$ cat src/rtl/lif_pkg.sv
// Shared definitions for the LIF step controller and the neuron bench.
// NRN_STEP_INIT is the neuron's step counter value when a window opens.
package lif_pkg;

  typedef enum logic [2:0] {
    IDLE,
    LOAD,
    RUN,
    DRAIN,
    RESULT,
    END
  } lif_state_e;

  localparam logic [7:0] NRN_STEP_INIT    = 8'd1;
  localparam logic [7:0] DEFAULT_SP_STEPS = 8'd64;

endpackage

$ cat src/rtl/lif_step_timer.sv
// Step strobe generator: one step_en every STEP_GAP+1 cycles until sp_steps strobes are issued.
// start_i fires the first strobe next cycle; dropping run_i kills further strobes.
module lif_step_timer #(
  parameter int STEP_GAP = 0
) (
  input  logic       clk,
  input  logic       reset_n,
  input  logic       start_i,
  input  logic       run_i,
  input  logic [7:0] sp_steps_i,
  output logic       step_en_o,
  output logic       last_step_o
);

  localparam int            GW  = (STEP_GAP > 0) ? $clog2(STEP_GAP + 1) : 1;
  localparam logic [GW-1:0] GAP = GW'(STEP_GAP);

  logic [GW-1:0] gap_q;
  logic [7:0]    cnt_q;
  logic          step_q;
  logic          more;
  logic          fire;

  // cnt_q counts strobes issued so far, including the one currently on step_q
  assign more        = (cnt_q != sp_steps_i);
  assign fire        = run_i && more && (step_q ? (GAP == '0) : (gap_q == GW'(1)));
  assign last_step_o = step_q && !more;
  assign step_en_o   = step_q;

  always_ff @(posedge clk or negedge reset_n) begin
    if (!reset_n) begin
      gap_q  <= '0;
      cnt_q  <= '0;
      step_q <= 1'b0;
    end else if (start_i) begin
      gap_q  <= '0;
      cnt_q  <= 8'd1;
      step_q <= 1'b1;
    end else begin
      step_q <= fire;
      if (fire) cnt_q <= cnt_q + 8'd1;
      if (step_q) gap_q <= GAP;
      else if (gap_q != '0) gap_q <= gap_q - GW'(1);
    end
  end

endmodule

$ cat src/rtl/lif_step_controller.sv
// Per-pixel sequencer for one LIF neuron: load, step, drain, report one result, close the window.
// One pixel in flight; the result is held until res_ready, abort jumps straight to the close.
module lif_step_controller
  import lif_pkg::*;
#(
  parameter int STEP_GAP     = 0,
  parameter int DRAIN_CYCLES = 2,
  parameter int IDX_W        = 10
) (
  input  logic             clk,
  input  logic             reset_n,
  input  logic             pix_valid,
  output logic             pix_ready,
  input  logic [7:0]       pix_data,
  input  logic [7:0]       cfg_sp_steps,
  input  logic [7:0]       cfg_threshold,
  input  logic             abort,
  output logic [7:0]       nrn_input_current,
  output logic [7:0]       nrn_sp_steps,
  output logic [7:0]       nrn_threshold,
  output logic             nrn_data_en,
  output logic             nrn_step_en,
  output logic             nrn_clear_spike,
  output logic             nrn_end_step,
  input  logic             nrn_spike_out,
  input  logic [7:0]       nrn_step,
  input  logic [7:0]       nrn_spike_count,
  output logic             res_valid,
  input  logic             res_ready,
  output logic [7:0]       res_count,
  output logic [7:0]       res_events,
  output logic [IDX_W-1:0] res_idx,
  output logic             res_step_err
);

  localparam logic [7:0] DRAIN_LAST = 8'(DRAIN_CYCLES - 1);

  lif_state_e       state_q;
  logic             pix_ready_q, data_en_q, clear_q, end_q, spk_prev_q;
  logic             res_valid_q, res_err_q;
  logic [7:0]       cur_q, steps_q, thr_q, ev_q, ev_d, drain_q, res_count_q;
  logic [IDX_W-1:0] idx_q;
  logic             win, spk_edge, abort_act, timer_start, timer_run, last_step;

  assign win         = (state_q == LOAD) || (state_q == RUN) || (state_q == DRAIN);
  assign spk_edge    = win && nrn_spike_out && !spk_prev_q;
  assign ev_d        = (spk_edge && (ev_q != 8'hFF)) ? ev_q + 8'd1 : ev_q;
  assign abort_act   = abort && (win || (state_q == RESULT));
  assign timer_start = (state_q == LOAD) && !abort && (steps_q != 8'd0);
  assign timer_run   = (state_q == RUN) && !abort;

  lif_step_timer #(.STEP_GAP(STEP_GAP)) u_timer (
    .clk        (clk),
    .reset_n    (reset_n),
    .start_i    (timer_start),
    .run_i      (timer_run),
    .sp_steps_i (steps_q),
    .step_en_o  (nrn_step_en),
    .last_step_o(last_step)
  );

  always_ff @(posedge clk or negedge reset_n) begin
    if (!reset_n) begin
      state_q     <= IDLE;
      pix_ready_q <= 1'b1;
      data_en_q   <= 1'b0;
      clear_q     <= 1'b0;
      end_q       <= 1'b0;
      spk_prev_q  <= 1'b0;
      res_valid_q <= 1'b0;
      res_err_q   <= 1'b0;
      cur_q       <= '0;
      steps_q     <= '0;
      thr_q       <= '0;
      ev_q        <= '0;
      drain_q     <= '0;
      res_count_q <= '0;
      idx_q       <= '0;
    end else begin
      spk_prev_q <= nrn_spike_out;
      clear_q    <= spk_edge;
      ev_q       <= ev_d;
      end_q      <= 1'b0;
      if (abort_act) begin
        state_q     <= END;
        data_en_q   <= 1'b0;
        res_valid_q <= 1'b0;
        end_q       <= 1'b1;
      end else begin
        case (state_q)
          IDLE: if (pix_valid && pix_ready_q) begin
            cur_q       <= pix_data;
            steps_q     <= cfg_sp_steps;
            thr_q       <= cfg_threshold;
            ev_q        <= '0;
            pix_ready_q <= 1'b0;
            data_en_q   <= 1'b1;
            state_q     <= LOAD;
          end
          LOAD: begin
            drain_q <= '0;
            state_q <= (steps_q == 8'd0) ? DRAIN : RUN;
          end
          RUN: if (last_step) begin
            drain_q <= '0;
            state_q <= DRAIN;
          end
          // The neuron's count/step outputs lag the last strobe, so sample only after the drain
          DRAIN: if (drain_q == DRAIN_LAST) begin
            res_count_q <= nrn_spike_count;
            res_err_q   <= (nrn_step != steps_q + NRN_STEP_INIT);
            res_valid_q <= 1'b1;
            state_q     <= RESULT;
          end else begin
            drain_q <= drain_q + 8'd1;
          end
          RESULT: if (res_ready) begin
            res_valid_q <= 1'b0;
            data_en_q   <= 1'b0;
            end_q       <= 1'b1;
            state_q     <= END;
          end
          END: begin
            idx_q       <= idx_q + IDX_W'(1);
            pix_ready_q <= 1'b1;
            state_q     <= IDLE;
          end
          default: state_q <= IDLE;
        endcase
      end
    end
  end

  assign pix_ready         = pix_ready_q;
  assign nrn_input_current = cur_q;
  assign nrn_sp_steps      = steps_q;
  assign nrn_threshold     = thr_q;
  assign nrn_data_en       = data_en_q;
  assign nrn_clear_spike   = clear_q;
  assign nrn_end_step      = end_q;
  assign res_valid         = res_valid_q;
  assign res_count         = res_count_q;
  assign res_events        = ev_q;
  assign res_idx           = idx_q;
  assign res_step_err      = res_err_q;

endmodule

$ cat config.mk
export PLATFORM = sky130hd
export DESIGN_NAME = lif_step_controller
export DESIGN_NICKNAME = d
export VERILOG_FILES = /design/src/rtl/lif_pkg.sv /design/src/rtl/lif_step_timer.sv /design/src/rtl/lif_step_controller.sv
export SDC_FILE = /design/constraint.sdc
export NUM_CORES = 1
export LEC_CHECK = 0
export ABC_AREA = 0
export ABC_CLOCK_PERIOD_IN_PS = 1800
export CAP_MARGIN = 20
export CORE_MARGIN = 2
export CORE_UTILIZATION = 44
export DETAILED_ROUTE_END_ITERATION = 10
export PLACE_DENSITY = 0.76
export SETUP_SLACK_MARGIN = 0.02
export SLEW_MARGIN = 20
export SYNTH_ARGS = -nofsm -noshare
export SYNTH_HDL_FRONTEND = slang
export SYNTH_SLANG_ARGS = --single-unit
$ cat constraint.sdc
create_clock -name clk -period 1.8 [get_ports clk]
set_input_delay 0.18 -clock clk [delete_from_list [all_inputs] [get_ports clk]]
set_output_delay 0.18 -clock clk [all_outputs]
set_load 0.1 [all_outputs]
# Word-level counts from Yosys, hierarchy flattened
# Cells that the tools add are included.
# word_totals
regBits,78
inputBits,46
output_inout_bits,57
elab_cells,107
# op_classes
n_addsub,6
eq_ne,16
muxes,33
bitwise,1
reduce_logical,33
# op_table
operator,count
2-to-1 mux 8 bit,8
adder 8 x 1 -> 8 bit (second input constant),4
one-hot mux 8 bit (3 select lines),1
inequality test 8 bit,2
2-to-1 mux 1 bit,15
2-to-1 mux 3 bit,5
one-hot mux 3 bit (5 select lines),1
AND reduction 3 bit,5
logical AND 1 bit,11
adder 10 x 1 -> 10 bit (second input constant),1
inequality test 3 bit (second input constant),3
nonzero test 3 bit,3
equality test 8 x 1 -> 1 bit (second input constant),1
zero test 8 bit,1
inequality test 8 bit (second input constant),1
AND reduction 4 bit,2
nonzero test 8 bit,1
equality test 3 x 2 -> 1 bit (second input constant),2
equality test 3 bit (second input constant),2
inequality test 2 bit (second input constant),3
one-hot mux 1 bit (2 select lines),3
nonzero test 2 bit,2
equality test 3 x 1 -> 1 bit (second input constant),1
zero test 1 bit,3
other kinds (6),8

# Depth between registers and ports, before layout
# Gate-level depths: netlist (run 1).
# logic_depth
depth_word,10
mapped_depth,7
mapped_depth_nobuf,7

# By module
# Synthesis (run 1) repeated with hierarchy kept, for this count alone.
# hier_totals
hier_cells,388
hier_area_um2,3880.0
# modules_own_cells
mod,instances,cells_each,area_each_um2,seq_area_each_um2
lif_step_controller,1,332,3306.9,1702.9
lif_step_timer,1,56,573.0,225.2

# Least setup slack after synthesis (run 1)
# Ideal clock, no wire load.
# synth_path
kind,reg2reg
from,reg steps_q[2] (netlist: nrn_sp_steps[2])
to,reg drain_q[0]
setup_time_ns,0.125
arrival_ns,2.349
required_ns,1.675
setup_slack_ns,-0.673
stages_incl_launch_ff,6
n_path_buf,1
period_less_slack_ns,2.473
cell_sequence,dfrtp_1 -> clkbuf_1 -> xor2_1 -> nor4_1 -> a32oi_1 -> mux2_2
# synth_via
elab_chain_cells,5
# synth_rtl
element,line,rtl
from (decl),lif_step_controller.sv:41,"logic [7:0] cur_q, steps_q, thr_q, ev_q, ev_d, drain_q, res_count_q;"
from (signal assigned),lif_step_controller.sv:93,steps_q <= cfg_sp_steps;
inequality test 8 bit,lif_step_timer.sv:25,assign more = (cnt_q != sp_steps_i);
zero test 1 bit,lif_step_timer.sv:27,assign last_step_o = step_q && !more;
logical AND 1 bit,lif_step_timer.sv:27,
inequality test 2 bit (no source line),-,
AND reduction 4 bit (no source line),-,
to (signal assigned),lif_step_controller.sv:115,drain_q <= drain_q + 8'd1;
to (decl),lif_step_controller.sv:41,
# Every way passes these cells.
# A chain may end at the register's enable or synchronous reset.

# Worst setup path in the final report (run 1)
# layout_path
from,reg state_q[2]
to,reg u_timer.cnt_q[7]
# layout_via
elab_chain_cells,5
word_cells_on_any_way,9
classes_between,2 x eq/ne; 1 x mux; 6 x reduce/logical
# layout_rtl
element,line,rtl
from (decl),lif_step_controller.sv:38,lif_state_e state_q;
from (signal assigned),lif_step_controller.sv:102,state_q <= (steps_q == 8'd0) ? DRAIN : RUN;
equality test 3 x 2 -> 1 bit,lif_step_controller.sv:50,assign timer_run = (state_q == RUN) && !abort;
logical AND 1 bit,lif_step_controller.sv:50,
logical AND 1 bit (2 in a row),lif_step_timer.sv:26,assign fire = run_i && more && (step_q ? (GAP == '0) : (gap_q == GW'(1)));
nonzero test 2 bit (no source line),-,
to (signal assigned),lif_step_timer.sv:41,if (fire) cnt_q <= cnt_q + 8'd1;
to (decl),lif_step_timer.sv:19,logic [7:0] cnt_q;
# Parallel ways exist; a longest one is shown, timed or not.

==> impl_results.md, run 1 <==
- Maxcap violations: 0
- Full die area: ~9000 µm²
- FP Rows: 33
- Synthesized area per cell: 10.9 µm²
- Die height: 96.1 µm
- Diode count: 0
- Area growth from synthesis to layout: 56.1%
- Final Hold Viols: 0
- Synth cell count leaders: dfrtp_1 (76), mux2_2 (32), nor2_1 (26)
- Met2 wire length: between 4000 and 5000 µm
- Post-synthesis register bit count: 77
- Gpl congestion: 0.835
- Met3 Wirelength: between 600 and 700 µm
- First-pass GRT wire length: 15000 µm
- Max Used Layer: met4
- Clock sink count: 77
- Worst Path Max Fanout: 7
- Via count: 3161
- # nets final: 548
- CTS clock-pin slew for the worst setup and hold paths: roughly 80 ps
- Tot GR Track Use: 0.212
- Clk_lat worst skew: around 350 ps
- Setup violators final: 0
- Die Width: roughly 96 µm
- Wire per inst: 15.7 µm
- Synth cell types: 48
- Final period utilization: 0.987
- IO Port Bufs: 102
- Clk_skew: approximately 13 ps
- DP Wirelength: 6710 µm
- Final cell count without fillers: roughly 610
- Largest net degree at the start of global routing: 36
- Crit end category: flop
- Clk buf depth: 2
- CTS tree: done
- CP Launch Type: flop
- Syn Inst Count: around 340
- Metal1 wirelength: slightly above 4000 µm
- Root Driver: clkbuf_8
- Remaining antenna violation count: 0
- Initial core utilization: 0.454
- Core footprint: 8220 µm²
- Register area share after synthesis: 0.516
- Warnings from Yosys: 0
- Run status: completed
- Number of global-route vias before repair: 3155
- Initial antenna violation count: 0
- Worst slew pin tran: 600 ps
- First-pass detailed-route iteration total: 4
- Grt ovf: 0
- CTS H-tree lvls: 3
- Max Clk Rate: 563 MHz
- Synth async-reset ratio: 1.00
- WP data arrival: just over 2000 ps
- Cell with the most instances after synthesis: dfrtp_1
- Vias/cell: ~5.2
- Mapped Area: between 3000 and 4000 µm²
- Mapped Nets: slightly below 400
- WS Path Type: flop to flop
- Critical path required time: around 2100 ps
- Post-route cell area: 5830 µm²
- RSZ-0062 raised after global routing: true
- Post-synth top area cell: dfrtp_1
- DR iter-0 viols: 85
- Synth top area share: 0.509
- Synth Flop Type: dfrtp_1
- Worst rel slew slack: 0.596
- Placed Instance Area: 5230 µm²
- Dpl cells: 581
- Synth area leaders: dfrtp_1 (51%), mux2_2 (9.7%), xnor2_1 (4.2%)
- Slew Viols, Final: 0
- Num CTS Buffers: 9
- Hold slack final: 293 ps
- Routed WL: roughly 9500 µm
- Min Tclk post-route: 1780 ps
- I/O Pins: 103
- Number of fill cells: 581
- DRC violations left: 0
- Layout cells sized above 1: 0.460
- Number of synthesized flops with an enable pin: 0
- Worst Hold Class: primary input to flop
-- routing by layer --
metal / global-route usage / vias to the layer above
met5: 0 / -
met4: 0.0702 / 0
met3: 0.0689 / 9
met2: 0.329 / 78
met1: 0.280 / 1553
li1: - / 1521
-- cells in the final DEF, fill, tap and decap left out, types with 5 or more instances in the layout --
master and n:
and3_1 6, nor2_1 22, buf_12 7, dfrtp_1 55, xor2_1 12, nand4_1 7
nor2_4 5, o211ai_1 5, mux2_2 28, nand3_1 10, a21oi_1 7, nor4_4 5
o21ai_0 7, nand2_1 21, clkbuf_8 9, dfrtp_4 7, buf_4 96, ha_1 5
clkdlybuf4s50_1 44, xnor2_1 18, o21ai_2 5, inv_1 6, dfrtp_2 14
-- registers in the layout, indices dropped and copies added (netlist names), 8 cells and up --
name and count:
res_events 8, u_timer.cnt_q 8, res_count 8, res_idx 10, nrn_sp_steps 8, nrn_input_current 8
drain_q 8, nrn_threshold 8
-- final timing paths --
check                              startpoint               end  slack, ps  depth (start not counted)
worst max-delay path               state_q[2]  u_timer.cnt_q[7]         20                          5
worst min-delay path            nrn_spike_out        spk_prev_q        290                          1
worst max register to register     state_q[2]  u_timer.cnt_q[7]         20                          5
worst min register to register     res_idx[9]        res_idx[9]        480                          1
max in group asynchronous             reset_n   nrn_sp_steps[2]        810                          3
min in group asynchronous             reset_n  u_timer.cnt_q[5]        310                          2
-- worst max-delay path, stage by stage (launching register included) --
cell and delay [ps]:
dfrtp_2 460, nor3b_4 210, and3b_1 200, a21bo_4 250, or4_4 480, a21oi_2 120
-- stage by stage --
stage / setup TNS (ps) / worst slack, ps / util
2_1_floorplan: -1840 / -180 / -
3_3_place_gp: -2090 / -199 / 0.636
3_5_place_dp: -2930 / -255 / 0.636
4_1_cts: 0 / 16.4 / 0.671
5_1_grt: -502 / -59.6 / 0.709
6_report: 0 / 23.2 / 0.709
-- layout make-up --
cell class                 instances  area, µm²  share of cell area
multi-input combinational        245       2070               0.355
sequential                        77       1980               0.339
timing repair buffer             154       1410               0.241
clock buffer                      11        131              0.0225
tap                              105        131              0.0225
clock inverter                     5       83.8              0.0144
inverter                           8       32.5             0.00558
-- cell families (layout without fill, tap and decap cells) --
| family | after synthesis | after routing | synth area share |
|---|---|---|---|
| xor+xnor | 32 | 32 | 0.0751 |
| simple gates | 117 | 118 | 0.170 |
| buf+inv | 20 | 178 | 0.0218 |
| flops | 77 | 77 | 0.516 |
| compound gates | 54 | 54 | 0.0915 |
| mux | 34 | 34 | 0.102 |
| fa+ha+maj | 7 | 7 | 0.0235 |
-- repair_timing --
action	CTS	global route
setup endpoints to repair	20	33
pin swaps	6	21
gates cloned	1	2
hold endpoints to repair	30	0
hold buffers	1	0
setup buffers	1	5
gates resized for setup	12	62
Power of run 1 is not shown: default switching activity piles up to over one toggle a cycle in this logic, so the estimate is an artifact.
==> run 2: changes to the inputs <==
Settings changed: HOLD_SLACK_MARGIN from default to 0.12.
==> results of run 2 <==
The final DEF is identical to that of run 1; final timing and power are the same.
Power of run 2 is left out for the same reason.
